===== src/rtl/sb_tx_arbiter_if.sv =====
// Sideband TX arbiter bus: requester capture, status pulses and the serializer handshake.
//   flush_i          drop every pending message, return to IDLE
//   req_valid_i      one-cycle message pulse per requester (N bits)
//   req_msg_i        flattened headers, requester i at [i*MSG_W +: MSG_W]
//   req_data_i       flattened payloads, requester i at [i*DATA_W +: DATA_W]
//   req_pending_o    requester i has a buffered, unsent message
//   req_sent_o       pulse: requester i's message was accepted by TX
//   req_overflow_o   pulse: requester i's buffered message was overwritten
//   tx_msg_o/tx_data_o  message and payload presented to the SB TX serializer
//   tx_valid_o       one-cycle send pulse to the serializer
//   tx_sendNext_i    serializer has consumed the current message
//   tx_busy_o        arbiter is waiting on the serializer
interface sb_tx_arbiter_if #(
    parameter int unsigned N      = 4,
    parameter int unsigned MSG_W  = 64,
    parameter int unsigned DATA_W = 64
);
    logic                  flush_i;
    logic [N-1:0]          req_valid_i;
    logic [N*MSG_W-1:0]    req_msg_i;
    logic [N*DATA_W-1:0]   req_data_i;
    logic [N-1:0]          req_pending_o;
    logic [N-1:0]          req_sent_o;
    logic [N-1:0]          req_overflow_o;
    logic [MSG_W-1:0]      tx_msg_o;
    logic [DATA_W-1:0]     tx_data_o;
    logic                  tx_valid_o;
    logic                  tx_sendNext_i;
    logic                  tx_busy_o;

    // Requesters and serializer side
    modport master (
        output flush_i, req_valid_i, req_msg_i, req_data_i, tx_sendNext_i,
        input  req_pending_o, req_sent_o, req_overflow_o,
               tx_msg_o, tx_data_o, tx_valid_o, tx_busy_o
    );

    // Arbiter side
    modport slave (
        input  flush_i, req_valid_i, req_msg_i, req_data_i, tx_sendNext_i,
        output req_pending_o, req_sent_o, req_overflow_o,
               tx_msg_o, tx_data_o, tx_valid_o, tx_busy_o
    );
endinterface


===== src/rtl/sb_tx_arbiter.sv =====
// Round-robin arbiter sharing the sideband TX channel between N LTSM controllers.
// Each requester has a single-entry buffer; the granted requester also has a
// shadow entry so a new message arriving mid-transfer never disturbs the copy
// on the wire. An unacknowledged message is re-pulsed every RESEND_CYC cycles.
//   clk_100MHz  clock
//   reset       synchronous, active-high
//   bus         sb_tx_arbiter_if.slave (requests, status pulses, TX handshake)
module sb_tx_arbiter #(
    parameter int unsigned N          = 4,
    parameter int unsigned MSG_W      = 64,
    parameter int unsigned DATA_W     = 64,
    parameter int unsigned RESEND_CYC = 800
) (
    input  logic           clk_100MHz,
    input  logic           reset,
    sb_tx_arbiter_if.slave bus
);
    localparam int unsigned IDX_W = (N > 1) ? $clog2(N) : 1;
    localparam int unsigned CNT_W = (RESEND_CYC > 1) ? $clog2(RESEND_CYC) : 1;

    typedef enum logic [0:0] {ST_IDLE, ST_WAIT} state_t;

    state_t              state_q, state_d;
    logic [IDX_W-1:0]    grant_q, grant_d;
    logic [IDX_W-1:0]    last_q, last_d;
    logic [CNT_W-1:0]    cnt_q, cnt_d;
    logic [N-1:0]        pending_q, pending_d;
    logic [N-1:0]        sent_q, sent_d;
    logic [N-1:0]        ovf_q, ovf_d;
    logic [MSG_W-1:0]    buf_msg_q [N];
    logic [MSG_W-1:0]    buf_msg_d [N];
    logic [DATA_W-1:0]   buf_data_q [N];
    logic [DATA_W-1:0]   buf_data_d [N];
    logic                sh_valid_q, sh_valid_d;
    logic [MSG_W-1:0]    sh_msg_q, sh_msg_d;
    logic [DATA_W-1:0]   sh_data_q, sh_data_d;
    logic [MSG_W-1:0]    tx_msg_q, tx_msg_d;
    logic [DATA_W-1:0]   tx_data_q, tx_data_d;
    logic                tx_valid_q, tx_valid_d;
    logic                busy_q;

    logic                sel_found;
    logic [IDX_W-1:0]    sel_idx;
    logic [IDX_W-1:0]    cand;
    logic                complete;
    logic                lock;
    logic [IDX_W-1:0]    lock_idx;

    // Round-robin pick: first pending index after last_grant, wrapping modulo N
    always_comb begin
        sel_found = 1'b0;
        sel_idx   = '0;
        cand      = '0;
        for (int unsigned k = 1; k <= N; k++) begin
            cand = IDX_W'((32'(last_q) + k) % N);
            if (!sel_found && pending_q[cand]) begin
                sel_found = 1'b1;
                sel_idx   = cand;
            end
        end
    end

    // Next-state, buffer capture and output values
    always_comb begin
        state_d    = state_q;
        grant_d    = grant_q;
        last_d     = last_q;
        cnt_d      = cnt_q;
        pending_d  = pending_q;
        buf_msg_d  = buf_msg_q;
        buf_data_d = buf_data_q;
        sh_valid_d = sh_valid_q;
        sh_msg_d   = sh_msg_q;
        sh_data_d  = sh_data_q;
        tx_msg_d   = tx_msg_q;
        tx_data_d  = tx_data_q;
        tx_valid_d = 1'b0;
        sent_d     = '0;
        ovf_d      = '0;
        complete   = 1'b0;
        lock       = 1'b0;
        lock_idx   = grant_q;

        if (bus.flush_i) begin
            pending_d  = '0;
            sh_valid_d = 1'b0;
            cnt_d      = '0;
            state_d    = ST_IDLE;
        end else begin
            case (state_q)
                ST_IDLE: begin
                    if (sel_found) begin
                        tx_msg_d   = buf_msg_q[sel_idx];
                        tx_data_d  = buf_data_q[sel_idx];
                        tx_valid_d = 1'b1;
                        grant_d    = sel_idx;
                        cnt_d      = '0;
                        state_d    = ST_WAIT;
                        // Buffer is being sent this cycle: a same-cycle request goes to the shadow
                        lock       = 1'b1;
                        lock_idx   = sel_idx;
                    end
                end
                ST_WAIT: begin
                    if (bus.tx_sendNext_i) begin
                        complete        = 1'b1;
                        sent_d[grant_q] = 1'b1;
                        last_d          = grant_q;
                        state_d         = ST_IDLE;
                        // A shadowed message becomes the buffer and stays pending
                        if (sh_valid_q) begin
                            buf_msg_d[grant_q]  = sh_msg_q;
                            buf_data_d[grant_q] = sh_data_q;
                            sh_valid_d          = 1'b0;
                        end else begin
                            pending_d[grant_q] = 1'b0;
                        end
                    end else begin
                        lock = 1'b1;
                        if (cnt_q == CNT_W'(RESEND_CYC - 1)) begin
                            tx_valid_d = 1'b1;
                            cnt_d      = '0;
                        end else begin
                            cnt_d = cnt_q + 1'b1;
                        end
                    end
                end
                default: state_d = ST_IDLE;
            endcase

            for (int unsigned i = 0; i < N; i++) begin
                if (bus.req_valid_i[IDX_W'(i)]) begin
                    if (complete && (IDX_W'(i) == grant_q)) begin
                        // Old copy retires this cycle; new one takes the freed buffer
                        ovf_d[IDX_W'(i)]      = sh_valid_q;
                        buf_msg_d[IDX_W'(i)]  = bus.req_msg_i[i*MSG_W +: MSG_W];
                        buf_data_d[IDX_W'(i)] = bus.req_data_i[i*DATA_W +: DATA_W];
                        pending_d[IDX_W'(i)]  = 1'b1;
                    end else if (lock && (IDX_W'(i) == lock_idx)) begin
                        ovf_d[IDX_W'(i)] = sh_valid_q;
                        sh_valid_d       = 1'b1;
                        sh_msg_d         = bus.req_msg_i[i*MSG_W +: MSG_W];
                        sh_data_d        = bus.req_data_i[i*DATA_W +: DATA_W];
                    end else begin
                        ovf_d[IDX_W'(i)]      = pending_q[IDX_W'(i)];
                        buf_msg_d[IDX_W'(i)]  = bus.req_msg_i[i*MSG_W +: MSG_W];
                        buf_data_d[IDX_W'(i)] = bus.req_data_i[i*DATA_W +: DATA_W];
                        pending_d[IDX_W'(i)]  = 1'b1;
                    end
                end
            end
        end
    end

    // State and output registers
    always_ff @(posedge clk_100MHz) begin
        if (reset) begin
            state_q    <= ST_IDLE;
            grant_q    <= '0;
            last_q     <= IDX_W'(N - 1);
            cnt_q      <= '0;
            pending_q  <= '0;
            sent_q     <= '0;
            ovf_q      <= '0;
            sh_valid_q <= 1'b0;
            sh_msg_q   <= '0;
            sh_data_q  <= '0;
            tx_msg_q   <= '0;
            tx_data_q  <= '0;
            tx_valid_q <= 1'b0;
            busy_q     <= 1'b0;
            for (int unsigned i = 0; i < N; i++) begin
                buf_msg_q[i]  <= '0;
                buf_data_q[i] <= '0;
            end
        end else begin
            state_q    <= state_d;
            grant_q    <= grant_d;
            last_q     <= last_d;
            cnt_q      <= cnt_d;
            pending_q  <= pending_d;
            sent_q     <= sent_d;
            ovf_q      <= ovf_d;
            sh_valid_q <= sh_valid_d;
            sh_msg_q   <= sh_msg_d;
            sh_data_q  <= sh_data_d;
            tx_msg_q   <= tx_msg_d;
            tx_data_q  <= tx_data_d;
            tx_valid_q <= tx_valid_d;
            busy_q     <= (state_d != ST_IDLE);
            buf_msg_q  <= buf_msg_d;
            buf_data_q <= buf_data_d;
        end
    end

    assign bus.req_pending_o  = pending_q;
    assign bus.req_sent_o     = sent_q;
    assign bus.req_overflow_o = ovf_q;
    assign bus.tx_msg_o       = tx_msg_q;
    assign bus.tx_data_o      = tx_data_q;
    assign bus.tx_valid_o     = tx_valid_q;
    assign bus.tx_busy_o      = busy_q;
endmodule


===== src/flat_wrapper.sv =====
// flat-port wrapper written by rule: the top's interface ports become plain ports
module sb_tx_arbiter_flat 
#(
    parameter int unsigned N          = 4,
    parameter int unsigned MSG_W      = 64,
    parameter int unsigned DATA_W     = 64,
    parameter int unsigned RESEND_CYC = 800
)
  (clk_100MHz, reset, bus_flush_i, bus_req_valid_i, bus_req_msg_i, bus_req_data_i, bus_tx_sendNext_i, bus_req_pending_o, bus_req_sent_o, bus_req_overflow_o, bus_tx_msg_o, bus_tx_data_o, bus_tx_valid_o, bus_tx_busy_o);
  sb_tx_arbiter_if #(.N(N), .MSG_W(MSG_W), .DATA_W(DATA_W)) bus_i ();
  input  logic clk_100MHz;
  input  logic reset;
  input wire logic [$bits(bus_i.flush_i)-1:0] bus_flush_i;
  input wire logic [$bits(bus_i.req_valid_i)-1:0] bus_req_valid_i;
  input wire logic [$bits(bus_i.req_msg_i)-1:0] bus_req_msg_i;
  input wire logic [$bits(bus_i.req_data_i)-1:0] bus_req_data_i;
  input wire logic [$bits(bus_i.tx_sendNext_i)-1:0] bus_tx_sendNext_i;
  output wire logic [$bits(bus_i.req_pending_o)-1:0] bus_req_pending_o;
  output wire logic [$bits(bus_i.req_sent_o)-1:0] bus_req_sent_o;
  output wire logic [$bits(bus_i.req_overflow_o)-1:0] bus_req_overflow_o;
  output wire logic [$bits(bus_i.tx_msg_o)-1:0] bus_tx_msg_o;
  output wire logic [$bits(bus_i.tx_data_o)-1:0] bus_tx_data_o;
  output wire logic [$bits(bus_i.tx_valid_o)-1:0] bus_tx_valid_o;
  output wire logic [$bits(bus_i.tx_busy_o)-1:0] bus_tx_busy_o;
  assign bus_i.flush_i = bus_flush_i;
  assign bus_i.req_valid_i = bus_req_valid_i;
  assign bus_i.req_msg_i = bus_req_msg_i;
  assign bus_i.req_data_i = bus_req_data_i;
  assign bus_i.tx_sendNext_i = bus_tx_sendNext_i;
  assign bus_req_pending_o = bus_i.req_pending_o;
  assign bus_req_sent_o = bus_i.req_sent_o;
  assign bus_req_overflow_o = bus_i.req_overflow_o;
  assign bus_tx_msg_o = bus_i.tx_msg_o;
  assign bus_tx_data_o = bus_i.tx_data_o;
  assign bus_tx_valid_o = bus_i.tx_valid_o;
  assign bus_tx_busy_o = bus_i.tx_busy_o;
  sb_tx_arbiter #(.N(N), .MSG_W(MSG_W), .DATA_W(DATA_W), .RESEND_CYC(RESEND_CYC)) u_core (.clk_100MHz(clk_100MHz), .reset(reset), .bus(bus_i));
endmodule

===== config.mk =====
export PLATFORM = sky130hd
export DESIGN_NAME = sb_tx_arbiter_flat
export DESIGN_NICKNAME = d
export VERILOG_FILES = /design/src/rtl/sb_tx_arbiter_if.sv /design/src/rtl/sb_tx_arbiter.sv /design/src/flat_wrapper.sv
export SDC_FILE = /design/constraint.sdc
export NUM_CORES = 2
export LEC_CHECK = 0
export ABC_AREA = 1
export BUFFER_PORTS_ARGS = -buffer_cell sky130_fd_sc_hd__buf_2
export CORE_MARGIN = 2
export CORE_UTILIZATION = 45
export DETAILED_ROUTE_END_ITERATION = 7
export PLACE_DENSITY_LB_ADDON = 0.15
export SLEW_MARGIN = 30
export SYNTH_ARGS = -nofsm -noshare
export SYNTH_HDL_FRONTEND = slang
export SYNTH_SLANG_ARGS = --single-unit

===== constraint.sdc =====
create_clock -name clk_100MHz -period 3.15 [get_ports clk_100MHz]
set_input_delay 0.945 -clock clk_100MHz [delete_from_list [all_inputs] [get_ports clk_100MHz]]
set_output_delay 0.945 -clock clk_100MHz [all_outputs]
set_load 0.02 [all_outputs]

Yosys cells after proc, flatten, opt, wreduce, memory -nomap -nowiden --
Cells that the tools add are included.
Storage, ports and cells: register bits 797, input bits 520
Operators by class: add/sub/neg operators 5, $lt $le $gt $ge 9, equal/unequal tests 9, bitwise logic cells 11, reductions and logical operators 27, mux-type cells 137
Operators with widths (count):
- $mux 64 | 53
- $mux 256 | 6
- $bwmux 256 | 2
- $bmux 64 s2 | 2
- $demux 64 s2 | 1
- $mux 1 | 52
- $mux 10 | 3
- $pmux 10 s2 | 1
- $lt 2x3->1 const B | 5
- $mux 2 | 7
- $logic_and 1x1->1 | 13
- $mux 4 | 3
- $reduce_or 3->1 | 4
- $add 10x1->10 const B | 1
- $eq 10x10->1 const B | 1
- $bmux 1 s2 | 4
- $eq 2x2->1 const A | 4
- $not 1->1 | 7
- $ge 3x3->1 const B | 2
- $not 2->3 | 2
- $reduce_and 3->1 | 2
- $add 2x1->2 const B | 2
- $add 2x2->2 const B | 2
- $and 4x4->4 | 1
- other kinds (13) | 18

Depth between registers and ports, before layout --
depth in word-level cells 30, gate-level depth with buffers 24, depth with buffers taken out 21

Worst setup path before layout --
Ideal clock, no wire load.
kind reg-to-reg, start register u_core.last_q[0], end register u_core.sh_data_q[12], period minus slack after synthesis 2461 ps, library setup time 112 ps, setup slack 689 ps, arrival 2349 ps, stages on the path, launching flop included 24, cells stage by stage dfxtp_1 buf_4 inv_2 buf_6 nand2_2 nand2_1 nand2_1 nand2_1 nor2_4 nand3_2 nand2_4 inv_2 nand2_2 nand3_2 nor2_4 nand2_2 nand2_1 inv_2 buf_4 buf_4 nand3_1 nand2_1 nand2_1 nand2_1
On the way: word-level cells in the longest chain between the ends 30
RTL lines:
- start, declared | RTL line sb_tx_arbiter.sv:25 | logic [IDX_W-1:0] last_q, last_d;
- start signal, assigned | RTL line sb_tx_arbiter.sv:160 | last_q <= IDX_W'(N - 1);
- start signal, assigned | RTL line sb_tx_arbiter.sv:179 | last_q <= last_d;
- $add 2x1->2 | RTL line sb_tx_arbiter.sv:55 | cand = IDX_W'((32'(last_q) + k) % N);
- $bmux 1 s2 | RTL line sb_tx_arbiter.sv:56 | if (!sel_found && pending_q[cand]) begin
- $mux 1 (not written as such) | RTL line sb_tx_arbiter.sv:56
- $mux 1 | RTL line sb_tx_arbiter.sv:56
- $logic_not 1->1 | RTL line sb_tx_arbiter.sv:56
- $logic_and 1x1->1 | RTL line sb_tx_arbiter.sv:56
- $mux 1 | RTL line sb_tx_arbiter.sv:56
- $logic_not 1->1 | RTL line sb_tx_arbiter.sv:56
- [... 14 more ...]
- $mux 64 | RTL line sb_tx_arbiter.sv:133 | if (complete && (IDX_W'(i) == grant_q)) begin
- $mux 64 | RTL line sb_tx_arbiter.sv:132 | if (bus.req_valid_i[IDX_W'(i)]) begin
- $mux 64 | RTL line sb_tx_arbiter.sv:139 | end else if (lock && (IDX_W'(i) == lock_idx)) begin
- $mux 64 | RTL line sb_tx_arbiter.sv:133
- $mux 64 | RTL line sb_tx_arbiter.sv:132
- $mux 64 | RTL line sb_tx_arbiter.sv:139
- $mux 64 | RTL line sb_tx_arbiter.sv:133
- $mux 64 (*) | RTL line sb_tx_arbiter.sv:132
- end signal, assigned | RTL line sb_tx_arbiter.sv:186 | sh_data_q <= sh_data_d;
- end, declared | RTL line sb_tx_arbiter.sv:36 | logic [DATA_W-1:0] sh_data_q, sh_data_d;
Every way passes the cells marked *; elsewhere a longest branch is shown, timed or not. The select of a mux whose other input is x is not followed. A chain may end at the register's enable or synchronous reset.

Final worst setup path --
start register u_core.last_q[0], end register u_core.sh_data_q[9]
The elaborated chain is that of the path after synthesis.

==> implementation parameters <==
Parameter                              Value

Placement
  Port Buffer Count ... approximately 660
  Detail Placement HPWL ... about 120,000 um
  Placed cells ... approximately 9,300
  Post-DP Area ... roughly 52,000 um^2
  Routability cong. ... about 0.88

Critical path
  Crit path arrival time ... about 3500 ps
  Register-to-Register Path Depth ... 20
  Worst reg2reg path endpoint ... u_core.sh_data_q[9]
  Setup CP Type ... flop to flop
  Source of the worst register-to-register timing path ... u_core.last_q[0]
  CP required ... 3720 ps
  Register-to-register setup slack ... roughly 180 ps
  Critical Path Source Type ... flop
  CP Capture Type ... flop
  Max Fanout on Critical Path ... 36

Yosys
  Netlist area before placement ... 47,100 um^2
  Unique cell type count in the Yosys netlist ... 40
  Area share of the largest cell type after synthesis ... 33.8%
  Count leader, synth ... nand2_1
  Synthesized area divided by synthesized cell count ... around 6.1 um^2
  Library cell with the largest summed area after synthesis ... dfxtp_1
  Number of enable-type register cells in the synthesized netlist ... 0
  Dominant cells by area after synthesis ... dfxtp_1, nand2_1, o21ai_0, inv_1, o22ai_1
  Primary flip-flop cell chosen by synthesis mapping ... dfxtp_1
  Mapped Nets ... between 8,000 and 9,000
  Share of the yosys chip area belonging to registers ... around a third
  Synth Instances ... 7,747
  Commonest cells in the synthesized netlist ... nand2_1, o21ai_0, inv_1
  Ys async rst share ... 0%
  Flops & latches, synth ... ~800
  Synth warn ... 0

CTS
  Clock buffer count from CTS ... 95
  Count of H-tree levels built during CTS ... 3
  Clock latency on the worst-skew pair ... between 600 and 700 ps
  CTS max path bufs ... 3
  Clk pin slew, worst setup/hold paths ... around 60 ps
  Buffer type at the clock tree root ... clkbuf_16
  Clock Sink Count ... about 800
  TritonCTS clock tree ... done

Detailed routing
  Avg Vias per Cell ... ~5.6
  Residual DRC count ... 0
  Drt first pass iters ... 6
  Antenna viol nets, final ... 0
  Detailed-route wire length ... 200,000 um
  Drt first-iter violations ... 5,998
  Count of vias placed by the detailed router ... around 54,000
  WL per Instance ... between 20 and 25 um

STA
  Highest clock rate ... 337 MHz
  Worst-case clock skew ... between 15 and 20 ps
  Worst slew margin relative to its limit ... 30.3%
  Final setup violating endpoints ... 0
  Setup repair after global routing missed its margin ... true
  Transition time at the pin with the least slew margin ... 1050 ps
  Share of the clock period used by the worst path after layout ... ~94%
  Number of slew-limit violations in the final report ... 0
  Final critical path time including I/O delays and setup ... 2970 ps
  Hold violation total from the final report ... 0

Run
  Maxcap violations ... 0

Global routing
  Via count of the first global-routing pass ... just under 50,000
  Pin count of the biggest net entering global routing ... 128
  Combined global-route utilization of all metal layers ... a little over a third
  Global-route wire length before repair ... 295,000 um
  Initial antenna violation count ... 56
  GRT overflow ... 0

Floorplan
  Core region area ... approximately 100,000 um^2
  Die Span X ... 328 um
  Number of standard-cell rows in the floorplan ... around 120
  DIE HEIGHT ... 328 um
  Number of placed I/O pins ... between 600 and 700
  Initial standard-cell utilization of the core ... 45.5%
  DIE AREA ... ~110,000 um^2

Finish
  Final Instance Area ... ~55,000 um^2
  Final std cells w/o fill ... about 9,600
  Fraction of final layout cells with drive strength greater than 1 ... a little over an eighth
  Syn-to-layout area delta ... 17.6%
  Fill count ... 10,500
  Number of nets at the end of the flow ... between 8,000 and 9,000

Power
  Worst IR Drop VDD ... between 0.0004 and 0.0005 V
  PwrDens ... approximately 640 nW/um^2
  Leakage component of the power ... between 20 and 30 nW

Hold path
  Hold crit path type ... flop to flop
  Cell count of the worst hold path ... 2
  Hold-critical path endpoint ... u_core.cnt_q[7]
  Worst Hold Launch ... u_core.cnt_q[7]

Outcome
  Run status ... completed
==> layout by cell type, fill, tap and decap left out, types with 53 or more instances in the layout <==
cell type / n
nand2_1: 2255
o21ai_0: 1419
inv_1: 1109
dfxtp_1: 795
buf_2: 659
o22ai_1: 572
nor2_1: 303
nand3_1: 170
a21oi_1: 111
clkbuf_16: 100
buf_4: 92
buf_12: 78
nor4_1: 69
a32o_1: 68
o21ai_1: 60
or2_2: 53
==> registers in the layout, summed over array words and instances (netlist names), 4 cells and up <==
| name | count |
|---|---|
| u_core.buf_data_q | 256 |
| u_core.buf_msg_q | 256 |
| u_core.bus.req_sent_o | 4 |
| u_core.bus.tx_data_o | 64 |
| u_core.cnt_q | 10 |
| u_core.bus.req_overflow_o | 4 |
| u_core.sh_msg_q | 64 |
| u_core.bus.tx_msg_o | 64 |
| u_core.bus.req_pending_o | 4 |
| u_core.sh_data_q | 64 |
==> per-stage QoR <==
stage               power (mW)  hold WS (ps)  setup TNS (ps)  utilization (%)  setup WS, ps
floorplan                 19.6           441               0                -           689
global placement          23.4           452               0             50.2          94.3
detailed placement        23.6           455               0             50.2          42.8
CTS                       35.1           463               0             53.3          29.6
global route              37.1           500           -79.7             53.5         -32.0
finish                    35.3           461               0             53.5           182
==> worst max-delay path by stage <==
stage	start	to	slack [ps]	cells after the start
2_1_floorplan	u_core.last_q[0]	u_core.sh_data_q[12]	690	23
3_5_place_dp	u_core.last_q[0]	u_core.sh_data_q[29]	40	21
4_1_cts	u_core.last_q[0]	u_core.sh_data_q[29]	30	21
3_3_place_gp	u_core.last_q[0]	u_core.sh_data_q[25]	90	21
5_1_grt	u_core.last_q[0]	u_core.bus.tx_data_o[28]	-30	15
6_report	u_core.last_q[0]	u_core.sh_data_q[9]	180	20
==> kinds of logic after synthesis <==
kind of cell    synth area share (%)
flops                           33.8
compound gates                  26.2
simple gates                    25.4
fa+ha+maj                     0.0265
buf+inv                         14.6
==> power breakdown <==
group,switching (mW),leakage (nW),total (mW),internal [mW]
clock network,4.71,1.58,11.5,6.83
logic,7.67,21.8,11.6,3.90
registers,0.892,6.53,12.2,11.3
==> per-layer routing <==
layer / vias up / global-route usage (%) / wire length (um) / share of wire [%]
met3: 581 / 6.91 / 20600 / 10
met2: 2828 / 55.8 / 88200 / 44
met5: - / 0 / 332 / 0.17
met1: 24700 / 46.8 / 81500 / 41
met4: 54 / 16.6 / 9600 / 4.8
li1: 25800 / - / - / -
==> cell type report <==
type | instances | area (um^2) | share of cell area, %
clock inverters | 19 | 256 | 0.463
inverters | 1125 | 4270 | 7.71
multi-input cells | 5208 | 24400 | 44.1
well taps | 1380 | 1730 | 3.11
repair buffers | 838 | 5750 | 10.4
diodes | 31 | 77.6 | 0.140
clock buffers | 157 | 2950 | 5.31
flip-flops and latches | 797 | 16000 | 28.8
==> worst max-delay path: stages, from the launching register on <==
cell and delay (ps):
dfxtp_2 340, inv_2 170, nand2_1 80, nand2_1 100, nand2_1 70, nand2_1 140, nand3_1 140, nor2_4 160
nor2_8 40, nand2_1 70, nand2_2 60, buf_4 220, nor2_2 180, inv_2 100, nor2_8 210, inv_16 130
buf_12 230, o21ai_1 180, inv_1 60, nand2_1 70, nand2_1 50
==> timing repair <==
item	4_1_cts	5_1_grt
setup endpoints to repair	0	314
setup buffers	0	2
resized for setup	0	16
hold endpoints to repair	0	0
hold buffers	0	0
(Power assumes the default switching activity.)
